`src/rtl/spi_pkg.sv`:
```
// Shared types and constants for the SPI initiator.
//   spi_byte_t  : one SPI data byte
//   spi_state_t : frame sequencer states
//   SPI_BITS    : bits per transferred byte
package spi_pkg;

    localparam int SPI_BITS = 8;

    typedef logic [SPI_BITS-1:0] spi_byte_t;

    typedef enum logic [1:0] {
        IDLE,
        SETUP,
        SHIFT,
        GAP
    } spi_state_t;

endpackage

```
`src/rtl/spi_clkgen.sv`:
```
// Half-period divider for the SPI initiator.
// Issues a one-cycle strobe every DIV clk cycles while run is high.
// Strobes alternate between fall_en and rise_en.
//   clk     : system clock
//   reset   : asynchronous, active-low reset
//   run     : count enable; when low, the divider is held cleared
//   rise_en : strobe marking the end of a low half-period
//   fall_en : strobe marking the end of a high half-period
module spi_clkgen
    import spi_pkg::*;
#(
    parameter int DIV = 4
) (
    input  logic clk,
    input  logic reset,
    input  logic run,
    output logic rise_en,
    output logic fall_en
);

    localparam int CW = (DIV > 1) ? $clog2(DIV) : 1;
    localparam logic [CW-1:0] LAST = CW'(DIV - 1);

    logic [CW-1:0] cnt;
    logic          rise_next;
    logic          tick;

    assign tick    = run && (cnt == LAST);
    assign rise_en = tick && rise_next;
    assign fall_en = tick && !rise_next;

    // The first strobe after a clear is a "fall". The top uses it to close
    // the setup period, which is the leading low half of the first bit.
    always_ff @(posedge clk or negedge reset) begin
        if (!reset) begin
            cnt       <= '0;
            rise_next <= 1'b0;
        end else if (!run) begin
            cnt       <= '0;
            rise_next <= 1'b0;
        end else if (tick) begin
            cnt       <= '0;
            rise_next <= !rise_next;
        end else begin
            cnt <= cnt + CW'(1);
        end
    end

endmodule

```
`src/rtl/spi_initiator.sv`:
```
// SPI mode-0 initiator with a single-entry transmit holding register.
// Sends bytes MSB first and frames them with an active-high cs.
// Optional full-duplex receive is enabled with the macro SPI_INITIATOR_RX_EN.
//   clk      : system clock
//   reset    : asynchronous, active-low reset
//   tx_data  : byte to send
//   tx_valid : tx_data and tx_last are valid
//   tx_last  : this byte ends the frame
//   tx_ready : holding register is empty
//   sck      : SPI clock (idles low)
//   sdo      : serial data out
//   cs       : frame select, active-high
//   busy     : sequencer not idle
//   sdi      : serial data in            (SPI_INITIATOR_RX_EN only)
//   rx_data  : last received byte        (SPI_INITIATOR_RX_EN only)
//   rx_valid : one-cycle pulse per byte  (SPI_INITIATOR_RX_EN only)
module spi_initiator
    import spi_pkg::*;
#(
    parameter int DIV = 4
) (
    input  logic       clk,
    input  logic       reset,
    input  logic [7:0] tx_data,
    input  logic       tx_valid,
    input  logic       tx_last,
    output logic       tx_ready,
    output logic       sck,
    output logic       sdo,
    output logic       cs,
    output logic       busy
`ifdef SPI_INITIATOR_RX_EN
    ,
    input  logic       sdi,
    output logic [7:0] rx_data,
    output logic       rx_valid
`endif
);

    spi_state_t state;
    spi_state_t state_next;

    spi_byte_t  hold_data;
    logic       hold_last;
    logic       hold_full;
    spi_byte_t  shift_reg;
    logic       shift_last;
    logic [2:0] bit_cnt;
    logic       starved;

    logic       rise_en;
    logic       fall_en;
    logic       run;
    logic       accept;
    logic       shift_active;
    logic       shift_fall;
    logic       byte_done;
    logic       move;

    assign tx_ready     = !hold_full;
    assign accept       = tx_valid && !hold_full;
    assign shift_active = (state == SHIFT) && !starved;
    assign shift_fall   = shift_active && fall_en;
    assign byte_done    = shift_fall && (bit_cnt == 3'(SPI_BITS - 1));

    // The holding register empties either at the end of setup or at the
    // byte boundary of a frame that continues. The new MSB then appears on
    // that same falling edge.
    assign move = ((state == SETUP) && fall_en)
                || (byte_done && !shift_last && hold_full);

    // The divider is idle between frames and while waiting for a byte in
    // the middle of a frame. Each restart then begins with a full setup.
    assign run = (state != IDLE) && !((state == SHIFT) && starved);

    spi_clkgen #(
        .DIV(DIV)
    ) u_clkgen (
        .clk    (clk),
        .reset  (reset),
        .run    (run),
        .rise_en(rise_en),
        .fall_en(fall_en)
    );

    always_ff @(posedge clk or negedge reset) begin
        if (!reset) begin
            state <= IDLE;
        end else begin
            state <= state_next;
        end
    end

    // During SETUP, sdo is taken from the holding register. The MSB is
    // therefore visible the cycle after the accept, before the byte moves
    // into the shifter.
    always_comb begin
        state_next = state;
        cs         = 1'b0;
        busy       = 1'b1;
        sdo        = 1'b0;
        case (state)
            IDLE: begin
                busy = 1'b0;
                if (hold_full || accept) begin
                    state_next = SETUP;
                end
            end
            SETUP: begin
                cs  = 1'b1;
                sdo = hold_data[SPI_BITS-1];
                if (fall_en) begin
                    state_next = SHIFT;
                end
            end
            SHIFT: begin
                cs  = 1'b1;
                sdo = shift_reg[SPI_BITS-1];
                if (starved) begin
                    if (hold_full || accept) begin
                        state_next = SETUP;
                    end
                end else if (byte_done && shift_last) begin
                    state_next = GAP;
                end
            end
            GAP: begin
                if (rise_en || fall_en) begin
                    state_next = (hold_full || accept) ? SETUP : IDLE;
                end
            end
            default: begin
                state_next = IDLE;
            end
        endcase
    end

    // Holding register, shifter, bit counter, starvation flag and sck.
    // An accept and a move never happen together, because an accept needs
    // an empty holding register and a move needs a full one.
    always_ff @(posedge clk or negedge reset) begin
        if (!reset) begin
            hold_data  <= '0;
            hold_last  <= 1'b0;
            hold_full  <= 1'b0;
            shift_reg  <= '0;
            shift_last <= 1'b0;
            bit_cnt    <= '0;
            starved    <= 1'b0;
            sck        <= 1'b0;
        end else begin
            if (accept) begin
                hold_data <= tx_data;
                hold_last <= tx_last;
                hold_full <= 1'b1;
            end else if (move) begin
                hold_full <= 1'b0;
            end

            if (move) begin
                shift_reg  <= hold_data;
                shift_last <= hold_last;
                bit_cnt    <= '0;
            end else if (shift_fall) begin
                shift_reg <= {shift_reg[SPI_BITS-2:0], 1'b0};
                bit_cnt   <= bit_cnt + 3'd1;
            end

            if (byte_done && !shift_last && !hold_full) begin
                starved <= 1'b1;
            end else if (starved && (hold_full || accept)) begin
                starved <= 1'b0;
            end

            if (shift_active) begin
                if (rise_en) begin
                    sck <= 1'b1;
                end else if (fall_en) begin
                    sck <= 1'b0;
                end
            end else begin
                sck <= 1'b0;
            end
        end
    end

`ifdef SPI_INITIATOR_RX_EN
    spi_byte_t rx_shift;

    // Receive shifter: captures sdi on each sck rise and publishes the
    // completed byte on the eighth fall.
    always_ff @(posedge clk or negedge reset) begin
        if (!reset) begin
            rx_shift <= '0;
            rx_data  <= '0;
            rx_valid <= 1'b0;
        end else begin
            rx_valid <= byte_done;
            if (shift_active && rise_en) begin
                rx_shift <= {rx_shift[SPI_BITS-2:0], sdi};
            end
            if (byte_done) begin
                rx_data <= rx_shift;
            end
        end
    end
`endif

endmodule

```
`config.mk`:
```
export PLATFORM = sky130hd
export DESIGN_NAME = spi_initiator
export DESIGN_NICKNAME = d
export VERILOG_FILES = /design/src/rtl/spi_pkg.sv /design/src/rtl/spi_clkgen.sv /design/src/rtl/spi_initiator.sv
export SDC_FILE = /design/constraint.sdc
export NUM_CORES = 1
export LEC_CHECK = 0
export ABC_AREA = 1
export CORE_ASPECT_RATIO = 1.4
export CORE_MARGIN = 8
export CORE_UTILIZATION = 30
export DETAILED_ROUTE_END_ITERATION = 7
export GPL_TIMING_DRIVEN = 0
export SETUP_SLACK_MARGIN = 0.2
export SYNTH_ARGS = -nofsm -noshare
export SYNTH_HDL_FRONTEND = slang
export SYNTH_SLANG_ARGS = --single-unit
export TNS_END_PERCENT = 10
```
`constraint.sdc`:
```
create_clock -name clk -period 2.4 [get_ports clk]
set_input_delay 0.72 -clock clk [delete_from_list [all_inputs] [get_ports clk]]
set_output_delay 0.72 -clock clk [all_outputs]
set_load 0.02 [all_outputs]
```
==> results.toml, run 1 <==
[outcome]
status = "finished, final reports clean"

[setup_path]
crit_arrival_ns = 1.46
critical_path_class = "reg -> out"
worstSetupStartpointType = "flip-flop"
critical_path.cell_chain = "inv_2, ha_1, dlygate4sd2_1"
cp-end-kind = "primary output"
r2r_slack_ns = 0.43
cp_slowest_cell = "dfrtp_1"
critical_path_required_ns = 1.68
slowest_delay_ns = 0.44
crit_fanout = 5

[clock_network]
root_buffer = "clkbuf_8"
tritoncts = "yes"
cts_num_sinks = 29
cts_max_level = 2
clock_latency_ns = 0.28
clockBufferDepth = 2
hold_buffers = 0
cts_buffers = 5
clkTransAtPathRegs_ns = 0.06

[routing]
ant_nets = 0
vias = 1211
firstDrtPassIters = 4
routed_wl_um = 3190
drtIter0Drc = 52
wire_per_inst_um = 12.0
viasPerCell = 4.54
drc = 0

[global_route]
track_usage_pct = 9.37
grt_pass1_wl_um = 5800
grt_overflow = 0
first_global_vias = 1264
grt_max_degree = 30
antenna_found_initial = 0

[min_path]
hold_path.class = "reg -> reg"

[power]
p_per_area_mw_per_mm2 = 569
leakage_nw = 0.913
ir_drop_uv = 381
total_power_mw = 1.06

[synthesis]
ys_ff_latch = 29
ys_warn_count = 0
synth_area_mm2 = 0.00152
yosysSeqAreaShare_pct = 47.9
synthCells = 178
synth_fp_nets = 198
synthDistinctLibCells = 23
synth.avg_cell_area_um2 = 8.52

[sta]
finalWorstSetupSlack_ns = 0.223
fin_crit_sh_pct = 90.7
rsz0062_at_grt = "yes"
relSlewSlack_pct = 57.2
setup_viol_count_final = 0
fmax_mhz = 459
hold_viol_final = 0
skew_ns = 0.00660
period_minus_slack_ns = 2.18
tightest_slew_ns = 0.642
drv_slew = 0

[placement]
dp_slack_ns = -0.0173
portBuffers = 16
dp_cells = 258
place_congestion = 0.785
place_hpwl_um = 2240
post_dp_cell_area_mm2 = 0.00176

[finish]
utilization_pct = 38.1
diodes = 0
final_common_cell = "nand2_1"
final_cell_mix = "nand2_1 (52), dfrtp_1 (28), inv_1 (19)"
nets = 223
fill_cells = 535
design_area_mm2 = 0.00186
seq_area_um2 = 727
final_layout_size_suffix_gt1_share_pct = 14.3
final_cells = 267
multi_input_area_um2 = 683
area_growth_pct = 22.6

[floorplanning]
die_w_um = 76.1
start_util_pct = 31.1
row_count = 30
die_area_mm2 = 0.00762
die_h_um = 100
io_pins = 17
core_mm2 = 0.00488

[run]
cap_violations = 0
area by class of cell:
type / instances / area share, %
well taps: 64 / 4.31
clock buffers: 7 / 4.64
flip-flops and latches: 29 / 39.1
repair buffers: 18 / 8.61
multi-input cells: 122 / 36.7
inverters: 22 / 4.44
plain buffers: 5 / 2.15
path summary, 6_finish.rpt:
kind	depth (start not counted)	to	start
max	3	cs	state[0]$_DFFE_PN0P_
max in group asynchronous	1	state[1]$_DFFE_PN0P_	reset
max reg2reg	11	shift_reg[6]$_DFFE_PN0P_	state[0]$_DFFE_PN0P_
min reg2reg	1	u_clkgen.cnt[0]$_DFF_PN0_	u_clkgen.cnt[0]$_DFF_PN0_
min	1	u_clkgen.cnt[0]$_DFF_PN0_	u_clkgen.cnt[0]$_DFF_PN0_
min in group asynchronous	1	shift_reg[7]$_DFFE_PN0P_	reset
per-layer routing:
metal	GRT usage [%]	routed length [um]	vias up
met2	15.3	1500	30
met3	3.04	163	8
met5	0	0	-
met1	10.4	1440	550
met4	5.65	91	0
li1	-	-	623
cell families after synthesis:
logic type                 Yosys count  synth area share (%)
and+or+nand+nor                     89                  27.5
xor gates and xnor gates             1                 0.578
adders and majority gates            8                  6.60
AOI/OAI and AO/OA                   22                  7.92
muxes                                2                  1.49
DFF                                 29                  47.9
buffers and inverters               27                  8.09
Yosys cell counts:
library cell  count  area share [%]
o21ai_0           6             2.0
a21oi_1          12             4.0
mux2_2            2             1.5
ha_1              8             6.6
or2_2             1            0.41
buf_2             2            0.66
buf_4             1            0.50
nand4_1           9             3.7
nand4_2           1            0.82
a211oi_1          1            0.50
nand4_4           1             1.4
dfrtp_1          29              48
nand2_1          52              13
inv_1            21             5.2
nand2_4           1            0.74
buf_6             2             1.5
nand3_1          11             3.6
nand2_2           1            0.41
clkinv_1          1            0.25
nor2_1           11             2.7
xnor2_1           1            0.58
nor2_4            1            0.74
a21boi_0          3             1.5
per-stage QoR:
stage / TNS (ns) / hold slack [ns]
2_1_floorplan: 0 / 0.406
3_3_place_gp: -0.00440 / 0.427
3_5_place_dp: -0.0173 / 0.429
4_1_cts: 0 / 0.437
5_1_grt: 0 / 0.470
6_report: 0 / 0.430
power breakdown:
group / internal, mW / switching, mW
combinational: 0.0446 / 0.0523
sequential: 0.541 / 0.0197
clock: 0.227 / 0.174
timing repair:
item	4_1_cts	5_1_grt
gates resized for setup	12	6
buffers inserted	0	2
hold endpoints to repair	0	0
endpoints found under the setup margin	4	3
worst max-delay path: cells and delay by family (launching register included):
family | cells | cell delay, ns
buffers and inverters | 2 | 0.42
adders and majority gates | 1 | 0.31
DFF | 1 | 0.44
No activity file was read; power rests on OpenSTA's default activity.
==> run 2, diff against run 1 <==
--- a/config.mk
+++ b/config.mk
@@ -5,7 +5,6 @@
 export SDC_FILE = /design/constraint.sdc
 export NUM_CORES = 1
 export LEC_CHECK = 0
-export ABC_AREA = 1
 export CORE_ASPECT_RATIO = 1.4
 export CORE_MARGIN = 8
 export CORE_UTILIZATION = 30
==> run 2 against run 1 <==
  * Setup slack better by 0.019 ns
  * Global-route usage is 0.77 points lower
  * Register-to-register slack got worse by 0.19 ns
  * Design area is 2.2% higher
==> results.toml, run 2 <==
[synthesis]
yosysTopAreaCell = "dfrtp_1"
synth_fp_nets = 140
synth_ff_type = "dfrtp_1"
synthCells = 120
synth_top_area_share_pct = 49.1
yosysSeqAreaShare_pct = 49.1
synth_area_mm2 = 0.00148
synthDistinctLibCells = 33
synthArstFlopShare_pct = 100
ys_ff_latch = 29
synth.avg_cell_area_um2 = 12.3
synthTopCellsByCount = "dfrtp_1 (29), mux2_2 (18), ha_1 (8), nor2_1 (7)"
ys_warn_count = 0
synthTopCellsByArea = "dfrtp_1 (49%), mux2_2 (14%), ha_1 (6.8%), mux2_4 (5.1%), mux2i_1 (2.7%)"
synth_edf_count = 0
synth_most_common_cell = "dfrtp_1"

[routing]
vias = 1002
dr.max_layer_used = "met4"
drtIter0Drc = 31
wl_met3_um = 147
wl_met2_um = 1510
firstDrtPassIters = 4
routed_wl_um = 2860
routedLengthMet1_um = 1130
ant_nets = 0
wire_per_inst_um = 13.2
viasPerCell = 4.62
drc = 0

[setup_path]
crit_fanout = 10
slowest_delay_ns = 0.40
reg2reg_from = "state[0]$_DFFE_PN0P_"
r2r.worst_path.cells = 9
crit_arrival_ns = 2.32
cp-end-kind = "flip-flop"
crit_family = "multiplexers"
worst-path-buf-inv = 4
cp_slowest_cell = "dfrtp_1"
critical_path_required_ns = 2.56
critical_path.cell_chain = "inv_2, ha_1, buf_6, nand2b_4, or3_1, buf_4, buf_6, mux2_4, mux2_2"
worstSetupStartpointType = "flip-flop"
r2r-end = "shift_reg[7]$_DFFE_PN0P_"
r2r_slack_ns = 0.24
critical_path_class = "reg -> reg"
path_common_cell = "buf_6"

[clock_network]
clkTransAtPathRegs_ns = 0.06
cts_num_sinks = 29
root_buffer = "clkbuf_8"
cts_buffers = 5
clock_latency_ns = 0.28
hold_buffers = 0
cts_max_level = 2
clockBufferDepth = 2
tritoncts = "yes"

[sta]
rsz0062_at_grt = "yes"
fin_crit_sh_pct = 89.9
setup_viol_count_final = 0
drv_slew = 0
tightest_slew_ns = 0.631
relSlewSlack_pct = 57.9
skew_ns = 0.00846
finalWorstSetupSlack_ns = 0.243
hold_viol_final = 0
fmax_mhz = 464
period_minus_slack_ns = 2.16

[placement]
dp_slack_ns = -0.0483
portBuffers = 16
post_dp_cell_area_mm2 = 0.00172
place_congestion = 0.764
place_hpwl_um = 2140

[power]
pwr-share-comb_pct = 10.1
p_int_uw = 822
leakage_nw = 0.857
ir_drop_uv = 404
clkPwrFrac_pct = 35.2
netSwitchingFraction_pct = 23.1
p_seq_share_pct = 54.8
p_per_area_mw_per_mm2 = 563
power.switching_uw = 247

[floorplanning]
die_w_um = 75.3
start_util_pct = 30.8
die_h_um = 99.0
core_mm2 = 0.00480
io_pins = 17
die_area_mm2 = 0.00746
row_count = 30

[run]
cap_violations = 0

[finish]
utilization_pct = 39.5
final_cell_mix = "dfrtp_1 (29), mux2_2 (18), clkdlybuf4s50_1 (12)"
design_area_mm2 = 0.00190
area_growth_pct = 28.5
nets = 172
final_layout_size_suffix_gt1_share_pct = 34.0
final_common_cell = "dfrtp_1"
diodes = 0

[min_path]
holdPathStages = 1
hold_path_startpoint = "u_clkgen.cnt[0]$_DFF_PN0_"
hold_path.class = "reg -> reg"
min_to = "u_clkgen.cnt[0]$_DFF_PN0_"

[outcome]
status = "finished, final reports clean"

[global_route]
grt_max_degree = 30
track_usage_pct = 8.61
grt_overflow = 0
antenna_found_initial = 0
grt_pass1_wl_um = 4950
first_global_vias = 1112
-- run 2: power by group through the flow --
| stage | clock network (mW) | logic (mW) | registers (mW) |
|---|---|---|---|
| 3_5_place_dp | 0 | 0.112 | 0.595 |
| 5_1_grt | 0.409 | 0.121 | 0.593 |
| 4_1_cts | 0.392 | 0.112 | 0.586 |
| 3_3_place_gp | 0 | 0.108 | 0.592 |
| 2_1_floorplan | 0 | 0.0715 | 0.582 |
| 6_report | 0.376 | 0.108 | 0.586 |
-- run 2: worst register-to-register path, stage by stage (launching register included) --
cell and delay [ns]:
dfrtp_1 0.40, inv_2 0.08, ha_1 0.16, buf_6 0.12, nand2b_4 0.06, or3_1 0.35
buf_4 0.17, buf_6 0.15, mux2_4 0.30, mux2_2 0.26
-- run 2: cell families (layout without fill, tap and decap cells) --
family	count (synthesis)	count (layout)	share of synthesized area, %
buf+inv	11	44	3.89
compound gates	14	14	6.94
fa+ha+maj	8	8	6.77
simple gates	29	29	10.6
mux	27	27	21.5
xor+xnor	2	2	1.19
flops	29	29	49.1
-- run 2: repair_timing --
| item | CTS | global route |
|---|---|---|
| gates resized for setup | 12 | 5 |
| pin swaps | 0 | 1 |
| buffers inserted | 1 | 8 |
| setup endpoints to repair | 12 | 13 |
-- run 2: cell type report --
| type | count | area [um2] |
|---|---|---|
| clock buffers | 6 | 72.6 |
| well taps | 64 | 80.1 |
| repair buffers | 25 | 215 |
| multi-input cells | 80 | 724 |
| flip-flops and latches | 29 | 726 |
| fillers | 505 | 2910 |
| clock inverters | 2 | 10.0 |
| plain buffers | 5 | 48.8 |
| inverters | 6 | 22.5 |
-- run 2: metal layers --
layer	global-route usage (%)	vias up
li1	-	486
met1	8.52	483
met2	14.8	25
met3	3.56	8
met4	4.01	0
met5	0	-
-- run 2: how the worst max path moves through the flow --
stage | from | to | slack (ns) | cells past startpoint
after CTS | state[0]$_DFFE_PN0P_ | shift_reg[7]$_DFFE_PN0P_ | 0.12 | 8
after detailed placement | state[0]$_DFFE_PN0P_ | shift_reg[7]$_DFFE_PN0P_ | -0.05 | 8
after global placement | state[0]$_DFFE_PN0P_ | shift_reg[4]$_DFFE_PN0P_ | 0.01 | 8
after global routing | state[0]$_DFFE_PN0P_ | sdo | 0.18 | 6
final | state[0]$_DFFE_PN0P_ | shift_reg[7]$_DFFE_PN0P_ | 0.24 | 9
after floorplan | state[0]$_DFFE_PN0P_ | shift_last$_DFFE_PN0P_ | 0.26 | 9
-- run 2: metrics by stage --
stage | hold slack (ns) | instances | TNS, ns | total power [mW]
6_report | 0.445 | 217 | 0 | 1.07
5_1_grt | 0.493 | 217 | 0 | 1.12
4_1_cts | 0.450 | 209 | 0 | 1.09
3_5_place_dp | 0.441 | 200 | -0.218 | 0.707
3_3_place_gp | 0.425 | 200 | 0 | 0.700
2_1_floorplan | 0.416 | 120 | 0 | 0.653
